### src/rtl/sha256_duct_if.sv
// Block-source / monitor side bundle for sha256_duct: the message block, its
// last-block flag, and the registered request and match outputs.
interface sha256_duct_if;
  logic [511:0] block_n;
  logic         readout;
  logic         ask;
  logic         result;

  modport master (output block_n, output readout, input ask, input result);
  modport slave  (input block_n, input readout, output ask, output result);
endinterface

### src/rtl/sha256_duct.sv
// Iterative SHA-256 engine: one round per clock, chains pre-padded blocks and
// compares the final chaining value against an expected digest on the data bus.
module sha256_duct (
  input  logic         inclk,
  input  logic         reset,
  sha256_duct_if.slave bus
);

  localparam logic [1:0] LOAD  = 2'd0;
  localparam logic [1:0] ROUND = 2'd1;
  localparam logic [1:0] ASK   = 2'd2;
  localparam logic [1:0] DONE  = 2'd3;

  function automatic logic [31:0] rotr(input logic [31:0] x, input int n);
    return (x >> n) | (x << (32 - n));
  endfunction

  function automatic logic [31:0] big_sigma0(input logic [31:0] x);
    return rotr(x, 2) ^ rotr(x, 13) ^ rotr(x, 22);
  endfunction

  function automatic logic [31:0] big_sigma1(input logic [31:0] x);
    return rotr(x, 6) ^ rotr(x, 11) ^ rotr(x, 25);
  endfunction

  function automatic logic [31:0] small_sigma0(input logic [31:0] x);
    return rotr(x, 7) ^ rotr(x, 18) ^ (x >> 3);
  endfunction

  function automatic logic [31:0] small_sigma1(input logic [31:0] x);
    return rotr(x, 17) ^ rotr(x, 19) ^ (x >> 10);
  endfunction

  function automatic logic [31:0] iv_word(input logic [2:0] idx);
    case (idx)
      3'd0:    iv_word = 32'h6a09e667;
      3'd1:    iv_word = 32'hbb67ae85;
      3'd2:    iv_word = 32'h3c6ef372;
      3'd3:    iv_word = 32'ha54ff53a;
      3'd4:    iv_word = 32'h510e527f;
      3'd5:    iv_word = 32'h9b05688c;
      3'd6:    iv_word = 32'h1f83d9ab;
      3'd7:    iv_word = 32'h5be0cd19;
      default: iv_word = 32'h00000000;
    endcase
  endfunction

  function automatic logic [31:0] k_rom(input logic [5:0] idx);
    case (idx)
      6'd0:  k_rom = 32'h428a2f98;  6'd1:  k_rom = 32'h71374491;
      6'd2:  k_rom = 32'hb5c0fbcf;  6'd3:  k_rom = 32'he9b5dba5;
      6'd4:  k_rom = 32'h3956c25b;  6'd5:  k_rom = 32'h59f111f1;
      6'd6:  k_rom = 32'h923f82a4;  6'd7:  k_rom = 32'hab1c5ed5;
      6'd8:  k_rom = 32'hd807aa98;  6'd9:  k_rom = 32'h12835b01;
      6'd10: k_rom = 32'h243185be;  6'd11: k_rom = 32'h550c7dc3;
      6'd12: k_rom = 32'h72be5d74;  6'd13: k_rom = 32'h80deb1fe;
      6'd14: k_rom = 32'h9bdc06a7;  6'd15: k_rom = 32'hc19bf174;
      6'd16: k_rom = 32'he49b69c1;  6'd17: k_rom = 32'hefbe4786;
      6'd18: k_rom = 32'h0fc19dc6;  6'd19: k_rom = 32'h240ca1cc;
      6'd20: k_rom = 32'h2de92c6f;  6'd21: k_rom = 32'h4a7484aa;
      6'd22: k_rom = 32'h5cb0a9dc;  6'd23: k_rom = 32'h76f988da;
      6'd24: k_rom = 32'h983e5152;  6'd25: k_rom = 32'ha831c66d;
      6'd26: k_rom = 32'hb00327c8;  6'd27: k_rom = 32'hbf597fc7;
      6'd28: k_rom = 32'hc6e00bf3;  6'd29: k_rom = 32'hd5a79147;
      6'd30: k_rom = 32'h06ca6351;  6'd31: k_rom = 32'h14292967;
      6'd32: k_rom = 32'h27b70a85;  6'd33: k_rom = 32'h2e1b2138;
      6'd34: k_rom = 32'h4d2c6dfc;  6'd35: k_rom = 32'h53380d13;
      6'd36: k_rom = 32'h650a7354;  6'd37: k_rom = 32'h766a0abb;
      6'd38: k_rom = 32'h81c2c92e;  6'd39: k_rom = 32'h92722c85;
      6'd40: k_rom = 32'ha2bfe8a1;  6'd41: k_rom = 32'ha81a664b;
      6'd42: k_rom = 32'hc24b8b70;  6'd43: k_rom = 32'hc76c51a3;
      6'd44: k_rom = 32'hd192e819;  6'd45: k_rom = 32'hd6990624;
      6'd46: k_rom = 32'hf40e3585;  6'd47: k_rom = 32'h106aa070;
      6'd48: k_rom = 32'h19a4c116;  6'd49: k_rom = 32'h1e376c08;
      6'd50: k_rom = 32'h2748774c;  6'd51: k_rom = 32'h34b0bcb5;
      6'd52: k_rom = 32'h391c0cb3;  6'd53: k_rom = 32'h4ed8aa4a;
      6'd54: k_rom = 32'h5b9cca4f;  6'd55: k_rom = 32'h682e6ff3;
      6'd56: k_rom = 32'h748f82ee;  6'd57: k_rom = 32'h78a5636f;
      6'd58: k_rom = 32'h84c87814;  6'd59: k_rom = 32'h8cc70208;
      6'd60: k_rom = 32'h90befffa;  6'd61: k_rom = 32'ha4506ceb;
      6'd62: k_rom = 32'hbef9a3f7;  6'd63: k_rom = 32'hc67178f2;
      default: k_rom = 32'h00000000;
    endcase
  endfunction

  logic [1:0]  state;
  logic [5:0]  t;
  logic        last;
  logic        ask_flag;
  logic        result_flag;
  logic [31:0] hash [8];
  logic [31:0] w [16];
  logic [31:0] a, b, c, d, e, f, g, h;

  logic [31:0] t1, t2, new_a, new_e, w_next;
  logic        digest_match;
  logic        capture;

  assign bus.ask    = ask_flag;
  assign bus.result = result_flag;

  // Round datapath; w[0] is always W[t], w_next becomes W[t+16].
  always_comb begin
    t1     = h + big_sigma1(e) + ((e & f) ^ (~e & g)) + k_rom(t) + w[0];
    t2     = big_sigma0(a) + ((a & b) ^ (a & c) ^ (b & c));
    new_a  = t1 + t2;
    new_e  = d + t1;
    w_next = small_sigma1(w[14]) + w[9] + small_sigma0(w[1]) + w[0];
    digest_match = (bus.block_n[255:0] ==
                    {hash[7], hash[6], hash[5], hash[4], hash[3], hash[2], hash[1], hash[0]});
    capture = 1'b0;
    if (state == LOAD) begin
      capture = 1'b1;
    end else if (state == ASK) begin
      capture = ~last;
    end else begin
      capture = 1'b0;
    end
  end

  // Control FSM, schedule window, working variables and chaining value.
  always_ff @(posedge inclk or posedge reset) begin
    if (reset) begin
      state       <= LOAD;
      t           <= 6'd0;
      last        <= 1'b0;
      ask_flag    <= 1'b0;
      result_flag <= 1'b0;
      for (int i = 0; i < 8; i++) hash[i] <= iv_word(3'(i));
      for (int i = 0; i < 16; i++) w[i] <= 32'h00000000;
      {a, b, c, d, e, f, g, h} <= 256'd0;
    end else begin
      case (state)
        LOAD: begin
          state <= ROUND;
        end
        ROUND: begin
          {a, b, c, d, e, f, g, h} <= {new_a, a, b, c, new_e, e, f, g};
          for (int i = 0; i < 15; i++) w[i] <= w[i + 1];
          w[15] <= w_next;
          t     <= t + 6'd1;
          if (t == 6'd63) begin
            hash[0]  <= hash[0] + new_a;
            hash[1]  <= hash[1] + a;
            hash[2]  <= hash[2] + b;
            hash[3]  <= hash[3] + c;
            hash[4]  <= hash[4] + new_e;
            hash[5]  <= hash[5] + e;
            hash[6]  <= hash[6] + f;
            hash[7]  <= hash[7] + g;
            ask_flag <= 1'b1;
            state    <= ASK;
          end else begin
            state <= ROUND;
          end
        end
        ASK: begin
          ask_flag <= 1'b0;
          if (last) begin
            result_flag <= digest_match;
            state       <= DONE;
          end else begin
            state <= ROUND;
          end
        end
        DONE: begin
          state <= DONE;
        end
        default: begin
          state <= LOAD;
        end
      endcase
      // Capture happens only in LOAD/ASK, so it never collides with round updates.
      if (capture) begin
        for (int i = 0; i < 16; i++) w[i] <= bus.block_n[511 - 32*i -: 32];
        last <= bus.readout;
        t    <= 6'd0;
        {a, b, c, d, e, f, g, h} <=
          {hash[0], hash[1], hash[2], hash[3], hash[4], hash[5], hash[6], hash[7]};
      end
    end
  end

endmodule

### src/flat_wrapper.sv
// flat-port wrapper written by rule: the top's interface ports become plain ports
module sha256_duct_flat 
  (inclk, reset, bus_block_n, bus_readout, bus_ask, bus_result);
  sha256_duct_if bus_i ();
  input  logic inclk;
  input  logic reset;
  input wire logic [$bits(bus_i.block_n)-1:0] bus_block_n;
  input wire logic [$bits(bus_i.readout)-1:0] bus_readout;
  output wire logic [$bits(bus_i.ask)-1:0] bus_ask;
  output wire logic [$bits(bus_i.result)-1:0] bus_result;
  assign bus_i.block_n = bus_block_n;
  assign bus_i.readout = bus_readout;
  assign bus_ask = bus_i.ask;
  assign bus_result = bus_i.result;
  sha256_duct u_core (.inclk(inclk), .reset(reset), .bus(bus_i));
endmodule
### config.mk
export PLATFORM = sky130hd
export DESIGN_NAME = sha256_duct_flat
export DESIGN_NICKNAME = d
export VERILOG_FILES = /design/src/rtl/sha256_duct_if.sv /design/src/rtl/sha256_duct.sv /design/src/flat_wrapper.sv
export SDC_FILE = /design/constraint.sdc
export NUM_CORES = 2
export LEC_CHECK = 0
export BUFFER_PORTS_ARGS = -buffer_cell sky130_fd_sc_hd__buf_2
export CAP_MARGIN = 10
export CORE_MARGIN = 4
export CORE_UTILIZATION = 30
export CTS_CLUSTER_DIAMETER = 200
export CTS_CLUSTER_SIZE = 20
export DETAILED_ROUTE_END_ITERATION = 10
export GPL_TIMING_DRIVEN = 0
export PLACE_DENSITY = 0.5
export SLEW_MARGIN = 20
export SYNTH_ARGS = -nofsm -noshare
export SYNTH_HDL_FRONTEND = slang
export SYNTH_SLANG_ARGS = --single-unit
### constraint.sdc
create_clock -name inclk -period 39.6 [get_ports inclk]
set_input_delay 7.92 -clock inclk [delete_from_list [all_inputs] [get_ports inclk]]
set_output_delay 7.92 -clock inclk [all_outputs]
set_load 0.1 [all_outputs]
==> out/results.tsv <==
metric	value	unit
fin_crit	14.01	ns
grt-ovfl-total	0	
start_util	0.301	
fmax	71.4	MHz
fin_nets	9882	
holdPathEnd	u_core.hash[192]$_DFFE_PP1P_	
design.core.area	241000	um^2
grt_max_degree	95	
tightestPinTransition	1.34	ns
areaGrowthSynthToFinish	13.0	%
io_buffers	516	
routed_via_density	5.81	
synth-seq-cells	1035	
post-place-cells	11900	
die_x	500	um
initialDrtViolationCount	8115	
holdBufCountCts	0	
ys.flop_type	dfrtp_1	
drcViolationCount	0	
r2r-start	u_core.t[1]$_DFFE_PP0P_	
ios	517	
dr_wl_met3	36800	um
r2r_slack	25.59	ns
syn_area_per_cell	8.88	um^2
synth_edf_count	0	
placementRows	180	
synthDistinctLibCells	95	
async_reset_ff_frac	1.00	
drive_above_1_share	0.101	
slowest_stage	dfrtp_1	
most-common-layout-cells	nor2_1 (1121), dfrtp_1 (899), o22ai_1 (729)	
fillers	25448	
stdcell_area	81900	um^2
cp.required	40.32	ns
wirelength	445000	um
die_h	500	um
finalHoldViolCount	0	
maxUsedRoutingLayer	met5	
clk_path_buf_depth	3	
htree_levels	2	
fin_setup_tns	0	ns
ant_nets	0	
vias	69899	
slew_violations	0	
synth_nets	9266	
reg2reg_depth	43	
layout_commonest_cell	nor2_1	
hp-class	reg2reg	
ys_seq_area_frac	0.360	
cp_max_fo	16	
fin_crit_sh	0.354	
path_clk_slew	0.10	ns
cts_setup_buffers	0	
finClkSkew	0.0704	ns
tritoncts	done	
cp_common_cell	o21ai_0	
holdPathStages	2	
hp-start	u_core.hash[192]$_DFFE_PP1P_	
clkSinkCount	1035	
die-area	250000	um^2
syn_inst	8158	
startpoint	u_core.t[1]$_DFFE_PP0P_	
status	finished, final reports clean	
clk_latency	0.82	ns
relSlewSlack	0.102	
rsz0062_at_grt	no	
reg2reg_to	u_core.hash[251]$_DFFE_PP1P_	
drtPass1Iterations	6	
crit_type	reg2reg	
arrival	14.74	ns
critPathLaunchType	flip-flop	
met1_length	170000	um
setup_viol	0	
place_congestion	1.08	
wl_met2	191000	um
wire_per_inst	37.0	um
grt_pass1_vias	67790	
syn_area	72500	um^2
hpwl	372000	um
worst_setup_path_end_kind	flip-flop	
drv_cap	0	
cts-buffers-inserted	57	
final_cells	12033	
dpl_cell_area	80100	um^2
cts-root-buf	clkbuf_16	
cpPeakStageDelay	0.90	ns
yosysWarnings	0	
cts_resized	0	
grt_pass1_wl	589000	um
antenna_found_initial	37	
gr-usage-all-layers	0.344	
state kept, by name (all words and copies together), names as in the netlist:
register	flops
u_core.bus.ask	1
u_core.bus.result	1
u_core.last	1
u_core.w	512
u_core.a	32
u_core.h	32
u_core.g	32
u_core.f	32
u_core.state	2
u_core.hash	256
u_core.b	32
u_core.t	6
u_core.e	32
u_core.d	32
u_core.c	32
final cells by class:
class                      count  area (um^2)  area share
clock buffer                 104         1620      0.0198
sequential                  1035        26100       0.318
timing repair buffer         557         3460      0.0422
inverter                     321         1210      0.0148
antenna                       26         65.1    0.000794
clock inverter                 3         43.8    0.000535
tap                         3185         3990      0.0487
multi-input combinational   6283        43400       0.530
buffer                       519         2000      0.0245
kinds of logic after synthesis:
logic type / synth area share
compound gates: 0.208
xor+xnor: 0.0987
fa+ha+maj: 0.125
buf+inv: 0.0437
flops: 0.360
mux: 0.0406
simple gates: 0.124
per-stage QoR:
step | utilization | hold WS, ns | worst slack, ns
after floorplan | - | 0.447 | 2.78
after global placement | 0.329 | 0.472 | -12.44
after detailed placement | 0.333 | 0.464 | 26.04
after CTS | 0.340 | 0.491 | 25.99
after global routing | 0.340 | 0.500 | 25.31
final | 0.341 | 0.496 | 25.59
synth_stat cells, drive strengths merged, types with 12 or more instances:
cell	count	area share
nor2	1124	0.058
dfrtp	899	0.31
o22ai	729	0.063
a21oi	611	0.043
nand2	512	0.027
o21ai	482	0.033
clkbuf	471	0.024
xnor2	443	0.054
ha	398	0.069
xor2	371	0.045
inv	317	0.016
mux2i	269	0.037
fa	195	0.054
a21o	179	0.019
dfstp	136	0.049
nand3	82	0.0057
nor3	78	0.0055
nor4	64	0.0055
o21bai	61	0.0063
a211oi	55	0.0057
o21a	53	0.0055
buf	48	0.0027
a31oi	46	0.0041
nand4	45	0.0039
nand2b	41	0.0035
nor2b	39	0.0034
a22oi	30	0.0031
and3	29	0.0026
o31ai	27	0.0028
o211ai	24	0.0025
and2	23	0.0020
maj3	21	0.0029
or3	21	0.0018
a21boi	19	0.0020
or2	16	0.0014
a221oi	12	0.0015
a311oi	12	0.0015
how the worst max path moves through the flow:
stage,end,slack [ns],depth (start not counted)
after floorplan,u_core.a[0]$_DFFE_PP0P_,2.78,1
after global placement,u_core.a[17]$_DFFE_PP0P_,-12.44,2
after detailed placement,u_core.hash[251]$_DFFE_PP1P_,26.04,45
after CTS,u_core.hash[251]$_DFFE_PP1P_,25.99,45
after global routing,u_core.hash[255]$_DFFE_PP0P_,25.31,45
final,u_core.hash[251]$_DFFE_PP1P_,25.59,43
critical path, delay by kind of cell, from the launching register on:
kind / cells / cell delay, ns
AO/OA/AOI/OAI: 22 / 4.52
XOR/XNOR: 3 / 1.33
adder cells (fa/ha/maj): 9 / 4.21
buffers and inverters: 5 / 1.74
flip-flops: 1 / 0.90
AND/OR/NAND/NOR: 4 / 1.20
routing by layer:
| layer | up-vias | GRT usage |
|---|---|---|
| li1 | 30118 | - |
| met1 | 35190 | 0.415 |
| met2 | 3601 | 0.522 |
| met3 | 970 | 0.0748 |
| met4 | 20 | 0.293 |
| met5 | - | 0.00598 |
Power is not shown: default switching activity piles up to over one toggle a cycle in this logic, so the estimate is an artifact.
